### config.mk
export PLATFORM = sky130hd
export DESIGN_NAME = branch_redirect_ctrl
export DESIGN_NICKNAME = d
export VERILOG_FILES = /design/src/rtl/branch_redirect_ctrl_pkg.sv /design/src/rtl/branch_redirect_ctrl.sv
export SDC_FILE = /design/constraint.sdc
export NUM_CORES = 1
export LEC_CHECK = 0
export CAP_MARGIN = 20
export CORE_MARGIN = 3
export CORE_UTILIZATION = 39
export DETAILED_ROUTE_END_ITERATION = 7
export PLACE_DENSITY_LB_ADDON = 0.08
export SYNTH_ARGS = -nofsm -noshare
export SYNTH_HDL_FRONTEND = slang
export SYNTH_SLANG_ARGS = --single-unit
### constraint.sdc
create_clock -name clk_i -period 2.8 [get_ports clk_i]
set_clock_uncertainty 0.1 [all_clocks]
set_input_delay 0.56 -clock clk_i [delete_from_list [all_inputs] [get_ports clk_i]]
set_output_delay 0.56 -clock clk_i [all_outputs]
set_load 0.1 [all_outputs]
### src/rtl/branch_redirect_ctrl_pkg.sv
// Shared types and constants for the branch redirect controller.
package branch_redirect_ctrl_pkg;

    // Per-slot branch resolution flags; bit0 = ir0 (older), bit1 = ir1 (younger).
    typedef struct packed {
        logic [1:0] branch_taken;
        logic [1:0] mispredict_taken;
        logic [1:0] mispredict_not_taken;
    } branch_info_t;

    typedef enum logic [1:0] {
        RS_IDLE  = 2'd0,
        RS_REDIR = 2'd1,
        RS_EXC   = 2'd2,
        RS_DRAIN = 2'd3
    } redir_state_e;

    // Bit positions inside the {EX, SEAL, TAG} CJALR violation vector.
    localparam int CJALR_TAG_BIT  = 0;
    localparam int CJALR_SEAL_BIT = 1;
    localparam int CJALR_EX_BIT   = 2;

    function automatic logic cjalr_any(input logic [2:0] err);
        return err[CJALR_EX_BIT] | err[CJALR_SEAL_BIT] | err[CJALR_TAG_BIT];
    endfunction

    // JALR targets always have bit 0 cleared.
    function automatic logic [31:0] jalr_align(input logic [31:0] target);
        return {target[31:1], 1'b0};
    endfunction

endpackage

### src/rtl/branch_redirect_ctrl.sv
// Front-end redirect sequencer for dual-issue branch/JAL/JALR resolution.
//
// state    | meaning
// ---------+-----------------------------------------------------------
// RS_IDLE  | watching resolution results, no request outstanding
// RS_REDIR | redirect request held until fetch accepts it
// RS_EXC   | CJALR exception request held until commit/trap acks it
// RS_DRAIN | front end re-steering, issue held for DRAIN_CYCLES cycles
module branch_redirect_ctrl
    import branch_redirect_ctrl_pkg::*;
#(
    parameter logic CHERIoTEn    = 1'b1,
    parameter int   DRAIN_CYCLES = 2,
    parameter int   CNT_W        = 16
) (
    input  logic              clk_i,
    input  logic              rst_i,
    input  logic [1:0]        ir_valid_i,
    input  branch_info_t      branch_info_i,
    input  logic [1:0]        ir_is_jalr_i,
    input  logic [31:0]       ir0_btarget_i,
    input  logic [31:0]       ir1_btarget_i,
    input  logic [31:0]       ir0_npc_i,
    input  logic [31:0]       ir1_npc_i,
    input  logic [31:0]       ir0_jalr_target_i,
    input  logic [31:0]       ir1_jalr_target_i,
    input  logic [2:0]        ir0_cjalr_err_i,
    input  logic [2:0]        ir1_cjalr_err_i,
    output logic              flush_ir1_o,
    output logic              issue_stall_o,
    output logic              redir_valid_o,
    input  logic              redir_ready_i,
    output logic [31:0]       redir_pc_o,
    output logic              exc_valid_o,
    input  logic              exc_ack_i,
    output logic [2:0]        exc_cause_o,
    output logic              exc_slot_o,
    output logic [CNT_W-1:0]  mispred_cnt_o
);

    localparam logic [3:0] DRAIN_LOAD = 4'(DRAIN_CYCLES - 1);

    redir_state_e state;
    logic [3:0]   drain_cnt;

    logic [1:0]   slot_ev;
    logic [1:0]   slot_err;
    logic [31:0]  slot0_pc;
    logic [31:0]  slot1_pc;
    logic         sel_slot;
    logic         sel_hit;
    logic         sel_err;
    logic [31:0]  sel_pc;
    logic [2:0]   sel_cause;

    // Predicted-taken information is not needed to decide a redirect.
    logic unused_branch_taken;
    assign unused_branch_taken = ^branch_info_i.branch_taken;

    // Per-slot event, CJALR error and redirect target.
    assign slot_ev[0] = ir_valid_i[0] & (branch_info_i.mispredict_taken[0] |
                                         branch_info_i.mispredict_not_taken[0] |
                                         ir_is_jalr_i[0]);
    assign slot_ev[1] = ir_valid_i[1] & (branch_info_i.mispredict_taken[1] |
                                         branch_info_i.mispredict_not_taken[1] |
                                         ir_is_jalr_i[1]);

    assign slot_err[0] = ir_valid_i[0] & ir_is_jalr_i[0] & cjalr_any(ir0_cjalr_err_i) & CHERIoTEn;
    assign slot_err[1] = ir_valid_i[1] & ir_is_jalr_i[1] & cjalr_any(ir1_cjalr_err_i) & CHERIoTEn;

    assign slot0_pc = branch_info_i.mispredict_taken[0]     ? ir0_btarget_i :
                      branch_info_i.mispredict_not_taken[0] ? ir0_npc_i     :
                                                              jalr_align(ir0_jalr_target_i);
    assign slot1_pc = branch_info_i.mispredict_taken[1]     ? ir1_btarget_i :
                      branch_info_i.mispredict_not_taken[1] ? ir1_npc_i     :
                                                              jalr_align(ir1_jalr_target_i);

    // The older slot wins; ir1 is only considered when ir0 has no event.
    assign sel_slot  = ~slot_ev[0];
    assign sel_hit   = |slot_ev;
    assign sel_err   = sel_slot ? slot_err[1]     : slot_err[0];
    assign sel_pc    = sel_slot ? slot1_pc        : slot0_pc;
    assign sel_cause = sel_slot ? ir1_cjalr_err_i : ir0_cjalr_err_i;

    assign flush_ir1_o = (state == RS_IDLE) & slot_ev[0] & ir_valid_i[1];

    // Redirect/exception sequencing with registered request outputs.
    always_ff @(posedge clk_i or posedge rst_i) begin
        if (rst_i) begin
            state         <= RS_IDLE;
            drain_cnt     <= '0;
            issue_stall_o <= 1'b0;
            redir_valid_o <= 1'b0;
            redir_pc_o    <= '0;
            exc_valid_o   <= 1'b0;
            exc_cause_o   <= '0;
            exc_slot_o    <= 1'b0;
            mispred_cnt_o <= '0;
        end else begin
            case (state)
                RS_IDLE: begin
                    if (sel_hit) begin
                        issue_stall_o <= 1'b1;
                        if (sel_err) begin
                            state       <= RS_EXC;
                            exc_valid_o <= 1'b1;
                            exc_cause_o <= sel_cause;
                            exc_slot_o  <= sel_slot;
                        end else begin
                            state         <= RS_REDIR;
                            redir_valid_o <= 1'b1;
                            redir_pc_o    <= sel_pc;
                        end
                    end
                end
                RS_REDIR: begin
                    if (redir_ready_i) begin
                        state         <= RS_DRAIN;
                        redir_valid_o <= 1'b0;
                        drain_cnt     <= DRAIN_LOAD;
                        if (mispred_cnt_o != '1) begin
                            mispred_cnt_o <= mispred_cnt_o + CNT_W'(1);
                        end
                    end
                end
                RS_EXC: begin
                    if (exc_ack_i) begin
                        state       <= RS_DRAIN;
                        exc_valid_o <= 1'b0;
                        drain_cnt   <= DRAIN_LOAD;
                    end
                end
                RS_DRAIN: begin
                    if (drain_cnt == 4'd0) begin
                        state         <= RS_IDLE;
                        issue_stall_o <= 1'b0;
                    end else begin
                        drain_cnt <= drain_cnt - 4'd1;
                    end
                end
                default: begin
                    state         <= RS_IDLE;
                    issue_stall_o <= 1'b0;
                    redir_valid_o <= 1'b0;
                    exc_valid_o   <= 1'b0;
                end
            endcase
        end
    end

endmodule

Yosys cells after proc, flatten, opt, wreduce, memory -nomap -nowiden
Cells that the tools add are included.
{"block": "word_totals", "elab_cells": 83, "ff_bits": 61, "output_inout_bits": 56, "input_bits": 212}
{"block": "op_classes", "addsub": 2, "muxes": 28, "reduce_logical": 15, "eq_ne": 11, "bitwise": 18}
{"operator": "$mux W32", "n": 5}
{"operator": "$add A16 B1 Y16 const B", "n": 1}
{"operator": "$ne A16 B16 Y1 const B", "n": 1}
{"operator": "$reduce_and A4 Y1", "n": 4}
{"operator": "$ne A2 B2 Y1 const B", "n": 7}
{"operator": "$mux W4", "n": 3}
{"operator": "$pmux W4 S3", "n": 1}
{"operator": "$reduce_and A3 Y1", "n": 4}
{"operator": "$mux W2", "n": 5}
{"operator": "$mux W1", "n": 9}
{"operator": "$and A1 B1 Y1", "n": 8}
{"operator": "$or A1 B1 Y1", "n": 8}
{"operator": "$pmux W2 S4", "n": 1}
{"operator": "$pmux W1 S2", "n": 3}
{"operator": "$reduce_bool A2 Y1", "n": 3}
{"operator": "$eq A2 B2 Y1 const B", "n": 2}
{"operator": "$logic_not A4 Y1", "n": 1}
{"operator": "$sub A4 B1 Y4 const B", "n": 1}
{"operator": "$mux W3", "n": 1}
{"operator": "$reduce_bool A3 Y1", "n": 1}
{"operator": "$eq A2 B1 Y1 const B", "n": 1}
{"operator": "$logic_not A2 Y1", "n": 1}
{"operator": "$not A1 Y1", "n": 2}
{"operator": "$reduce_or A2 Y1", "n": 1}

Logic depth before layout (Yosys ltp)
Gate-level depths: netlist (run 1).
{"block": "depth", "ltp_word": 7, "depth_mapped": 7}

Worst setup path after synthesis (run 1)
OpenSTA, ideal clock, no wires.
{"block": "synth_path", "path_kind": "flip-flop to flip-flop", "from": "reg mispred_cnt_o[0]", "to": "reg mispred_cnt_o[2]", "n_path_buf": 1, "period_less_slack_ns": 2.513, "slack_ns": 0.287, "t_required_ns": 2.536, "stages_incl_launch_ff": 7, "t_arrival_ns": 2.249, "path_cell_list": "dfrtp_1 ha_1 nand3_1 nor3_2 buf_2 a21oi_1 xor2_1"}
{"block": "synth_between", "elab_chain_cells": 2, "word_cells_on_any_way": 3, "classes_between": "add/sub (1); eq/ne (1); reduce/logical (1)"}
{"element": "start: declaration", "line_no": "branch_redirect_ctrl.sv:38", "text": "output logic [CNT_W-1:0] mispred_cnt_o"}
{"element": "start signal: assignment", "line_no": "branch_redirect_ctrl.sv:122", "text": "mispred_cnt_o <= mispred_cnt_o + CNT_W'(1);"}
{"element": "parallel branches: the longest is 2 deep, another holds $add A16 B1 Y16"}
Several ways; the timed one is not identified.
A chain may end at the register's enable or synchronous reset.

Worst setup path after layout (run 1)
{"block": "layout_path", "from": "in ir_valid_i[0]", "to": "out flush_ir1_o"}
{"block": "layout_between", "elab_chain_cells": 3}
{"element": "start: declaration", "line_no": "branch_redirect_ctrl.sv:18", "text": "input logic [1:0] ir_valid_i,"}
{"element": "$and A1 B1 Y1", "line_no": "branch_redirect_ctrl.sv:61", "text": "assign slot_ev[0] = ir_valid_i[0] & (branch_info_i.mispredict_taken[0] |"}
{"element": "$and A1 B1 Y1 (2 in a row)", "line_no": "branch_redirect_ctrl.sv:85", "text": "assign flush_ir1_o = (state == RS_IDLE) & slot_ev[0] & ir_valid_i[1];"}
{"element": "end: declaration", "line_no": "branch_redirect_ctrl.sv:29", "text": "output logic flush_ir1_o,"}
No other way between the ends.

==> flow_summary.json, run 1 <==
{
  "grt_use_met1_pct": 27.0,
  "slew_headroom_pct": 64.8,
  "hold_viol": 0,
  "synth_top_area_share_pct": 33.0,
  "drt.antenna.violating_nets": 0,
  "p_per_area_nw_per_um2": 941,
  "fin_crit_ns": 2.47,
  "clock_path_buffers": 2,
  "fp.dieH_um": 115,
  "crit_chain": "clkdlybuf4s50_1, o31a_1, and3_1, buf_12",
  "startpoint": "ir_valid_i[0]",
  "die_w_um": 115,
  "finalCritPeriodShare_pct": 88.1,
  "grt_pass1_wl_mm": 24.3,
  "cp_slowest_cell": "clkdlybuf4s50_1",
  "antenna_found_initial": 0,
  "worstSetupPathType": "in2out",
  "fmax_mhz": 405,
  "rows": 39,
  "combPwrFrac_pct": 63.9,
  "r2r_slack_ns": 0.79,
  "coreArea_um2": 11500,
  "busiest_layer": "met2",
  "cp_max_fo": 6,
  "power.share.clock_pct": 15.1,
  "tightest_slew_ns": 0.527,
  "synth.largest_area_cell": "dfrtp_1",
  "post_cts_buffers": 0,
  "cts_resized": 0,
  "end_kind": "output pin",
  "hpwl_mm": 12.5,
  "cts_hold_buffers": 0,
  "power_leakage_nw": 3.46,
  "ys_seq_area_share_pct": 33.0,
  "setup_viol": 0,
  "cts_buffers": 9,
  "holdPathStages": 1,
  "dieArea_um2": 13200,
  "min_to": "redir_pc_o[19]",
  "wl_per_cell_um": 17.6,
  "viasPerCell": 5.22,
  "p_sw_mw": 3.79,
  "wl_mm": 15.6,
  "r2r-start": "mispred_cnt_o[0]",
  "rsz0062_at_grt": "no",
  "place_congestion": 0.814,
  "fill_cells": 950,
  "port_buffers": 263,
  "start_util_pct": 40.2,
  "async_flop_share_pct": 100,
  "crit_arrival_ns": 1.81,
  "pin_count": 268,
  "antenna_cells": 0,
  "cap_violations": 0,
  "cts_max_level": 3,
  "fin_util_pct": 66.0,
  "p_sw_share_pct": 53.0,
  "r2r_cells": 5,
  "seq_area_um2": 1530,
  "synth.area.top_cells": "dfrtp_1 33%, mux2i_1 14%, mux2_4 9.7%",
  "use_met3_pct": 5.68,
  "nets": 959,
  "ys_types": 48,
  "netlist_area_um2": 4630,
  "final_max_slew_viol_count": 0,
  "r2r_end": "mispred_cnt_o[1]",
  "grt_max_degree": 65,
  "firstDrtPassIters": 4,
  "required_ns": 2.14,
  "cts_sinks": 61,
  "cts_tree": "built",
  "hp-start": "redir_pc_o[19]",
  "syn_to_final_growth_pct": 64.2,
  "use_met2_pct": 42.1,
  "hold_path_class": "reg2reg",
  "clkLatencyLatePin_ns": 0.32,
  "power_frac_seq_pct": 21.0,
  "drc": 0,
  "path_clk_slew_ns": 0.05,
  "grt.overflow.total": 0,
  "cts-root-buf": "clkbuf_16",
  "multi_input_area_um2": 2890,
  "synth-edff-count": 0,
  "max_stage_delay_ns": 0.56,
  "synth_ff_type": "dfrtp_1",
  "status": "finished, final reports clean",
  "synth_cells": 482,
  "grt_pass1_vias": 4731,
  "worstSetupStartpointType": "input pin",
  "syn_area_per_cell_um2": 9.60,
  "final.setup.tns_ns": 0,
  "synth_nets": 701,
  "vias": 4623,
  "peakVddDrop_v": 0.000922,
  "layout-drive-gt1-share_pct": 21.7,
  "yosysWarnings": 0,
  "drtIter0Drc": 185,
  "p_int_mw": 3.36,
  "gr-usage-all-layers_pct": 23.0,
  "ys_seq_elements": 61
}
==> critical path: cells and delay by family <==
kind,cells,cell delay (ns)
AO/OA/AOI/OAI,1,0.27
buffers and inverters,2,0.74
AND/OR/NAND/NOR,1,0.23
==> layer usage <==
metal	routed length (um)	part of all wire, %
met1	6030	39
met3	1390	8.9
met5	0	0
met4	199	1.3
met2	7930	51
==> worst max-delay path by stage <==
| stage | end | slack [ns] |
|---|---|---|
| after floorplan | mispred_cnt_o[2] | 0.29 |
| final | flush_ir1_o | 0.33 |
| after global routing | flush_ir1_o | 0.28 |
| after CTS | flush_ir1_o | 0.34 |
| after global placement | redir_pc_o[19] | 0.21 |
| after detailed placement | redir_pc_o[18] | 0.19 |
==> placed cells by master, fill, tap and decap left out, types with 2 or more instances in the layout <==
cell type / synthesis / final
mux2_2: 32 / 32
a22o_1: 2 / 2
mux2_4: 30 / 30
and4_1: 3 / 3
and3_1: 4 / 3
buf_12: 0 / 5
a31oi_1: 2 / 2
o31ai_4: 2 / 2
o31ai_1: 2 / 2
inv_1: 6 / 5
clkdlybuf4s50_1: 0 / 203
ha_1: 7 / 7
dfrtp_1: 61 / 61
a21oi_1: 11 / 11
nor3_1: 4 / 4
a41oi_1: 3 / 3
xor2_1: 15 / 15
mux2i_1: 63 / 63
nand4_1: 8 / 8
buf_2: 14 / 4
nor2_1: 3 / 3
o21ai_0: 65 / 65
o311ai_1: 2 / 2
nor4_1: 3 / 3
nand3_1: 6 / 6
and2_0: 2 / 2
mux2_1: 3 / 3
nand2b_1: 4 / 4
clkbuf_16: 0 / 9
clkbuf_8: 0 / 2
a211oi_1: 2 / 2
buf_4: 3 / 72
nand2_1: 79 / 79
o21ai_1: 6 / 6
==> power by group through the flow <==
| stage | Combinational (mW) | Sequential [mW] | Clock [mW] |
|---|---|---|---|
| 2_1_floorplan | 1.17 | 3.72 | 0 |
| 3_3_place_gp | 4.54 | 1.49 | 0 |
| 3_5_place_dp | 4.59 | 1.50 | 0 |
| 4_1_cts | 4.59 | 1.50 | 1.10 |
| 5_1_grt | 4.75 | 1.56 | 1.14 |
| 6_report | 4.57 | 1.50 | 1.08 |
==> layout make-up <==
class | count | area share [%]
clock buffers | 11 | 3.33
multi-input cells | 378 | 38.0
well taps | 143 | 2.35
clock inverters | 2 | 0.461
inverters | 6 | 0.296
flip-flops and latches | 61 | 20.1
repair buffers | 284 | 35.4
==> cells by family after synthesis <==
kind of cell | share of synthesized area [%]
multiplexers | 31.9
AND/OR/NAND/NOR | 12.4
AO/OA/AOI/OAI | 13.5
flip-flops | 33.0
buffers and inverters | 4.59
XOR/XNOR | 2.84
adder cells (fa/ha/maj) | 1.89
==> sequential cells by signal, summed over array words and instances (netlist names) <==
name           flops
drain_cnt          4
exc_cause_o        3
redir_valid_o      1
exc_valid_o        1
redir_pc_o        32
state              2
mispred_cnt_o     16
exc_slot_o         1
issue_stall_o      1
==> synth_stat cells (7+ instances only) <==
master and count:
mux2i_1 63, mux2_2 32, mux2_4 30, ha_1 7
xor2_1 15, nand4_1 8, o21ai_0 65, nand2_1 79
dfrtp_1 61, a21oi_1 11, buf_2 14, clkbuf_1 13
==> stage by stage <==
stage / setup slack [ns] / std cells / hold slack [ns] / instance area (um2) / power [mW]
after floorplan: 0.287 / 482 / 0.397 / 4630 / 4.89
after global placement: 0.212 / 872 / 0.371 / 7310 / 6.03
after detailed placement: 0.192 / 872 / 0.385 / 7310 / 6.09
after CTS: 0.337 / 885 / 0.405 / 7600 / 7.20
after global routing: 0.284 / 885 / 0.417 / 7600 / 7.45
final: 0.333 / 885 / 0.407 / 7600 / 7.15
(Power assumes the default switching activity.)
==> inputs of run 2 (changes only) <==
--- a/config.mk
+++ b/config.mk
@@ -5,9 +5,10 @@
 export SDC_FILE = /design/constraint.sdc
 export NUM_CORES = 1
 export LEC_CHECK = 0
-export CAP_MARGIN = 20
+export CELL_PAD_IN_SITES_DETAIL_PLACEMENT = 1
+export CELL_PAD_IN_SITES_GLOBAL_PLACEMENT = 1
 export CORE_MARGIN = 3
-export CORE_UTILIZATION = 39
+export CORE_UTILIZATION = 28
 export DETAILED_ROUTE_END_ITERATION = 7
 export PLACE_DENSITY_LB_ADDON = 0.08
 export SYNTH_ARGS = -nofsm -noshare
==> run 2 against run 1 <==
Net effect: critical path type unchanged; sequential share of layout area down 0.22 points; via count grew 1.5%; maximum frequency decreased by 0.79%; critical path depth unchanged; cell count increased by 7.9%; largest power group unchanged; clock power up 5%; sequential power hardly changed; highest routed layer unchanged; critical endpoint unchanged; clock-buffer cell count shrank 1; combinational power rose by 1%; non-clock buffer count down 6; hold slack worse by 0.0094 ns.
==> flow_summary.json, run 2 (synthesis gave the netlist of run 1 again) <==
{
  "status": "finished, final reports clean",
  "grt.overflow.total": 0,
  "crit_family": "buffers and inverters",
  "power_frac_seq_pct": 20.6,
  "fp.dieH_um": 135,
  "start_util_pct": 28.8,
  "crit_buf_inv": 2,
  "vias": 4694,
  "largest_register_ffs": 32,
  "r2r_slack_ns": 0.62,
  "top_register": "redir_pc_o",
  "max_stage_delay_ns": 0.55,
  "seq_area_um2": 1530,
  "drc": 0,
  "layout-drive-gt1-share_pct": 21.4,
  "grt_pass1_vias": 5196,
  "reg_top3": "redir_pc_o (32), mispred_cnt_o (16), drain_cnt (4)",
  "dieArea_um2": 18100,
  "path_clk_slew_ns": 0.05,
  "pin_count": 268,
  "die_w_um": 135,
  "cts_sinks": 61,
  "cp_max_fo": 6,
  "combPwrFrac_pct": 63.8,
  "nets": 953,
  "required_ns": 2.14,
  "p_int_mw": 3.36,
  "tightest_slew_ns": 0.699,
  "crit_chain": "clkdlybuf4s50_1, o31a_1, and3_1, buf_12",
  "rsz0062_at_grt": "no",
  "final_common_cell": "clkdlybuf4s50_1",
  "fmax_mhz": 402,
  "antenna_cells": 0,
  "pre_cts_slack_ns": 0.190,
  "p_per_area_nw_per_um2": 942,
  "fill_cells": 1765,
  "finalCritPeriodShare_pct": 88.8,
  "finalInstanceArea_um2": 7680,
  "firstDrtPassIters": 4,
  "multi_input_area_um2": 2890,
  "worst_slack_ns": 0.314,
  "hold_viol": 0,
  "power.share.clock_pct": 15.6,
  "slew_headroom_pct": 53.1,
  "drtIter0Drc": 89,
  "cts_max_level": 3,
  "setup_viol": 0,
  "end_kind": "output pin",
  "viasPerCell": 4.92,
  "cts_hold_buffers": 0,
  "cts_tree": "built",
  "cap_violations": 0,
  "post_cts_buffers": 0,
  "hold_path_class": "reg2reg",
  "place_congestion": 0.802,
  "placed_area_um2": 7380,
  "cp_slowest_cell": "clkdlybuf4s50_1",
  "p_sw_share_pct": 53.6,
  "grt_max_degree": 65,
  "power.total_mw": 7.24,
  "rows": 46,
  "coreArea_um2": 16100,
  "fin_crit_ns": 2.49,
  "worstSetupPathType": "in2out",
  "cts_buffers": 9,
  "wl_per_cell_um": 19.5,
  "r2r_cells": 5,
  "hpwl_mm": 14.6,
  "grt_pass1_wl_mm": 29.0,
  "clock_path_buffers": 2,
  "layout_common_cells": "203 x clkdlybuf4s50_1, 79 x nand2_1, 65 x o21ai_0, 64 x buf_4, 63 x mux2i_1",
  "cts-root-buf": "clkbuf_16",
  "antenna_found_initial": 0,
  "final.setup.tns_ns": 0,
  "power_leakage_nw": 3.44,
  "peakVddDrop_v": 0.000589,
  "cts_resized": 0,
  "dp.cells": 939,
  "crit_arrival_ns": 1.83,
  "final_max_slew_viol_count": 0,
  "gr-usage-all-layers_pct": 20.3,
  "clkLatencyLatePin_ns": 0.32,
  "cp.depth": 4,
  "final_cells": 955,
  "worstSetupStartpointType": "input pin",
  "syn_to_final_growth_pct": 66.0,
  "holdPathStages": 1,
  "p_sw_mw": 3.88,
  "drt.antenna.violating_nets": 0,
  "wl_mm": 18.6,
  "port_buffers": 263
}
run 2: changes by cell type in the layout (fill, tap and decap cells not counted):
cell,previous run,this run
buf_4,72,64
buf_12,5,7
clkbuf_8,2,1
clkinv_2,1,2
clkinvlp_4,0,3
run 2: power groups by stage:
stage                     clock [mW]  combinational (mW)  sequential, mW
after floorplan                    0                1.17            3.72
after global placement             0                4.60            1.48
after detailed placement           0                4.66            1.50
after CTS                       1.16                4.66            1.50
after global routing            1.22                4.81            1.54
final                           1.13                4.62            1.49
run 2: cell type report:
| class | count | share of cell area (%) |
|---|---|---|
| multi-input combinational | 378 | 37.6 |
| clock inverter | 6 | 0.814 |
| sequential | 61 | 19.9 |
| clock buffer | 10 | 3.11 |
| tap | 216 | 3.52 |
| inverter | 6 | 0.293 |
| timing repair buffer | 278 | 34.8 |
run 2: path summary, 6_finish.rpt:
check	startpoint	endpoint
worst max-delay path	ir_valid_i[0]	flush_ir1_o
worst min-delay path	mispred_cnt_o[7]	mispred_cnt_o[7]
worst max register to register	mispred_cnt_o[0]	mispred_cnt_o[1]
worst min register to register	mispred_cnt_o[7]	mispred_cnt_o[7]
max in group asynchronous	rst_i	redir_pc_o[5]
min in group asynchronous	rst_i	redir_pc_o[21]
run 2: metrics by stage:
step	utilization, %	hold slack (ns)
2_1_floorplan	-	0.397
3_3_place_gp	46.0	0.371
3_5_place_dp	46.0	0.384
4_1_cts	47.9	0.404
5_1_grt	47.9	0.424
6_report	47.9	0.398
run 2: per-layer routing:
layer  up-vias  GRT usage [%]  wire, um
met5         -              0         0
met4         0           3.79       167
li1       2242              -         -
met3        12           5.70      1220
met1      2270           23.3      7520
met2       170           37.7      9690
==> inputs of run 3 (changes only) <==
--- a/config.mk
+++ b/config.mk
@@ -11,6 +11,7 @@
 export CORE_UTILIZATION = 28
 export DETAILED_ROUTE_END_ITERATION = 7
 export PLACE_DENSITY_LB_ADDON = 0.08
+export SKIP_CTS_REPAIR_TIMING = 1
 export SYNTH_ARGS = -nofsm -noshare
 export SYNTH_HDL_FRONTEND = slang
 export SYNTH_SLANG_ARGS = --single-unit
==> constraint.sdc (replaced) <==
create_clock -name clk_i -period 2.8 [get_ports clk_i]
set_clock_uncertainty 0.1 [all_clocks]
set_input_delay 0.42 -clock clk_i [delete_from_list [all_inputs] [get_ports clk_i]]
set_output_delay 0.42 -clock clk_i [all_outputs]
set_load 0.1 [all_outputs]
==> run 3 against run 2 <==
Net effect: sequential share of layout area up 0.15 points; clock power down 4%; register-to-register slack better by 0.04 ns; critical path type is now reg2out; largest power group unchanged.
==> flow_summary.json, run 3 (synthesis gave the netlist of run 1 again) <==
{
  "status": "finished, final reports clean",
  "grt_max_degree": 65,
  "cp_max_fo": 9,
  "power_frac_seq_pct": 20.7,
  "pin_count": 268,
  "hpwl_mm": 14.6,
  "gr-usage-all-layers_pct": 19.6,
  "layout_common_cells": "203 x clkdlybuf4s50_1, 79 x nand2_1, 68 x buf_4, 65 x o21ai_0, 63 x mux2i_1",
  "p_int_mw": 3.33,
  "wl_met3_mm": 1.35,
  "worstSetupPathType": "reg2out",
  "power.total_mw": 7.17,
  "p_sw_share_pct": 53.6,
  "wl_mm": 18.0,
  "dieArea_um2": 18100,
  "hold_path_class": "reg2reg",
  "drtIter0Drc": 142,
  "path_clk_slew_ns": 0.05,
  "cts_buffers": 9,
  "place_congestion": 0.779,
  "highest_layer": "met4",
  "drt.antenna.violating_nets": 0,
  "cts_max_level": 3,
  "cts-root-buf": "clkbuf_16",
  "drt-met1-wl_mm": 7.31,
  "combPwrFrac_pct": 64.0,
  "vias": 4602,
  "final_common_cell": "clkdlybuf4s50_1",
  "fmax_mhz": 443,
  "final.setup.tns_ns": 0,
  "required_ns": 2.28,
  "top_register": "redir_pc_o",
  "nets": 953,
  "slew_headroom_pct": 42.8,
  "largest_register_ffs": 32,
  "die_w_um": 135,
  "cts_tree": "built",
  "finalCritPeriodShare_pct": 80.6,
  "cap_violations": 0,
  "fin_crit_ns": 2.26,
  "coreArea_um2": 16100,
  "crit_arrival_ns": 1.74,
  "rows": 46,
  "drc": 0,
  "firstDrtPassIters": 4,
  "p_per_area_nw_per_um2": 940,
  "start_util_pct": 28.8,
  "peakVddDrop_v": 0.000714,
  "port_buffers": 263,
  "power.share.clock_pct": 15.2,
  "syn_to_final_growth_pct": 64.8,
  "fill_cells": 1794,
  "grt.overflow.total": 0,
  "clkLatencyLatePin_ns": 0.33,
  "cts_sinks": 61,
  "route.met2.wl_mm": 9.19,
  "grt_pass1_wl_mm": 28.0,
  "layout-drive-gt1-share_pct": 21.2,
  "reg_top3": "redir_pc_o (32), mispred_cnt_o (16), drain_cnt (4)",
  "end_kind": "output pin",
  "antenna_found_initial": 1,
  "hold_viol": 0,
  "viasPerCell": 4.81,
  "worstSetupStartpointType": "flop",
  "tightest_slew_ns": 0.852,
  "p_sw_mw": 3.85,
  "setup_viol": 0,
  "rsz0062_at_grt": "no",
  "fp.dieH_um": 135,
  "clock_path_buffers": 2,
  "final_max_slew_viol_count": 0,
  "wl_per_cell_um": 18.9,
  "power_leakage_nw": 3.43,
  "grt_pass1_vias": 5142
}
[run 3: changes by cell type in the layout (fill, tap and decap cells not counted)]
cell,before,now
clkinv_2,2,4
buf_12,7,3
diode_2,0,1
clkinvlp_4,3,0
buf_4,64,68
clkbuf_1,0,1
[run 3: worst paths after layout]
path	cells after the start	startpoint	endpoint	slack, ns
worst max-delay path	5	state[1]	flush_ir1_o	0.54
worst min-delay path	1	redir_pc_o[18]	redir_pc_o[18]	0.38
worst max register to register	6	state[1]	mispred_cnt_o[15]	0.66
worst min register to register	1	redir_pc_o[18]	redir_pc_o[18]	0.38
max in group asynchronous	3	rst_i	redir_pc_o[28]	1.48
min in group asynchronous	2	rst_i	mispred_cnt_o[13]	0.44
[run 3: power groups by stage]
stage | clock network, mW | logic, mW | registers [mW]
floorplan | 0 | 1.17 | 3.72
global placement | 0 | 4.56 | 1.48
detailed placement | 0 | 4.63 | 1.49
CTS | 1.13 | 4.63 | 1.49
global route | 1.16 | 4.80 | 1.54
finish | 1.09 | 4.59 | 1.49
[run 3: cell type report]
cell class	count	area [um2]	share of cell area, %
antenna	1	2.50	0.0328
clock buffer	11	243	3.18
clock inverter	5	50.0	0.656
inverter	6	22.5	0.295
multi-input combinational	378	2890	37.9
sequential	61	1530	20.0
tap	216	270	3.54
timing repair buffer	278	2620	34.4
[run 3: through the flow]
stage          utilization [%]  setup WS (ns)  hold slack [ns]  cell area (um2)  instances
6_report                  47.5          0.544            0.383             7630        956
5_1_grt                   47.5          0.390            0.405             7630        956
4_1_cts                   47.5          0.519            0.388             7630        955
3_5_place_dp              45.7          0.213            0.376             7330        939
3_3_place_gp              45.7          0.294            0.371             7330        939
2_1_floorplan                -          0.287            0.397             4630        482
[run 3: per-layer routing]
| layer | global-route usage, % | vias up |
|---|---|---|
| li1 | - | 2239 |
| met1 | 22.2 | 2185 |
| met2 | 35.6 | 166 |
| met3 | 6.74 | 12 |
| met4 | 4.52 | 0 |
| met5 | 0 | - |
[run 3: critical path, stage by stage, from the launching register on]
cell     delay (ns)
dfrtp_1        0.40
inv_1          0.12
ha_1           0.28
buf_4          0.20
and3_1         0.21
buf_12         0.18
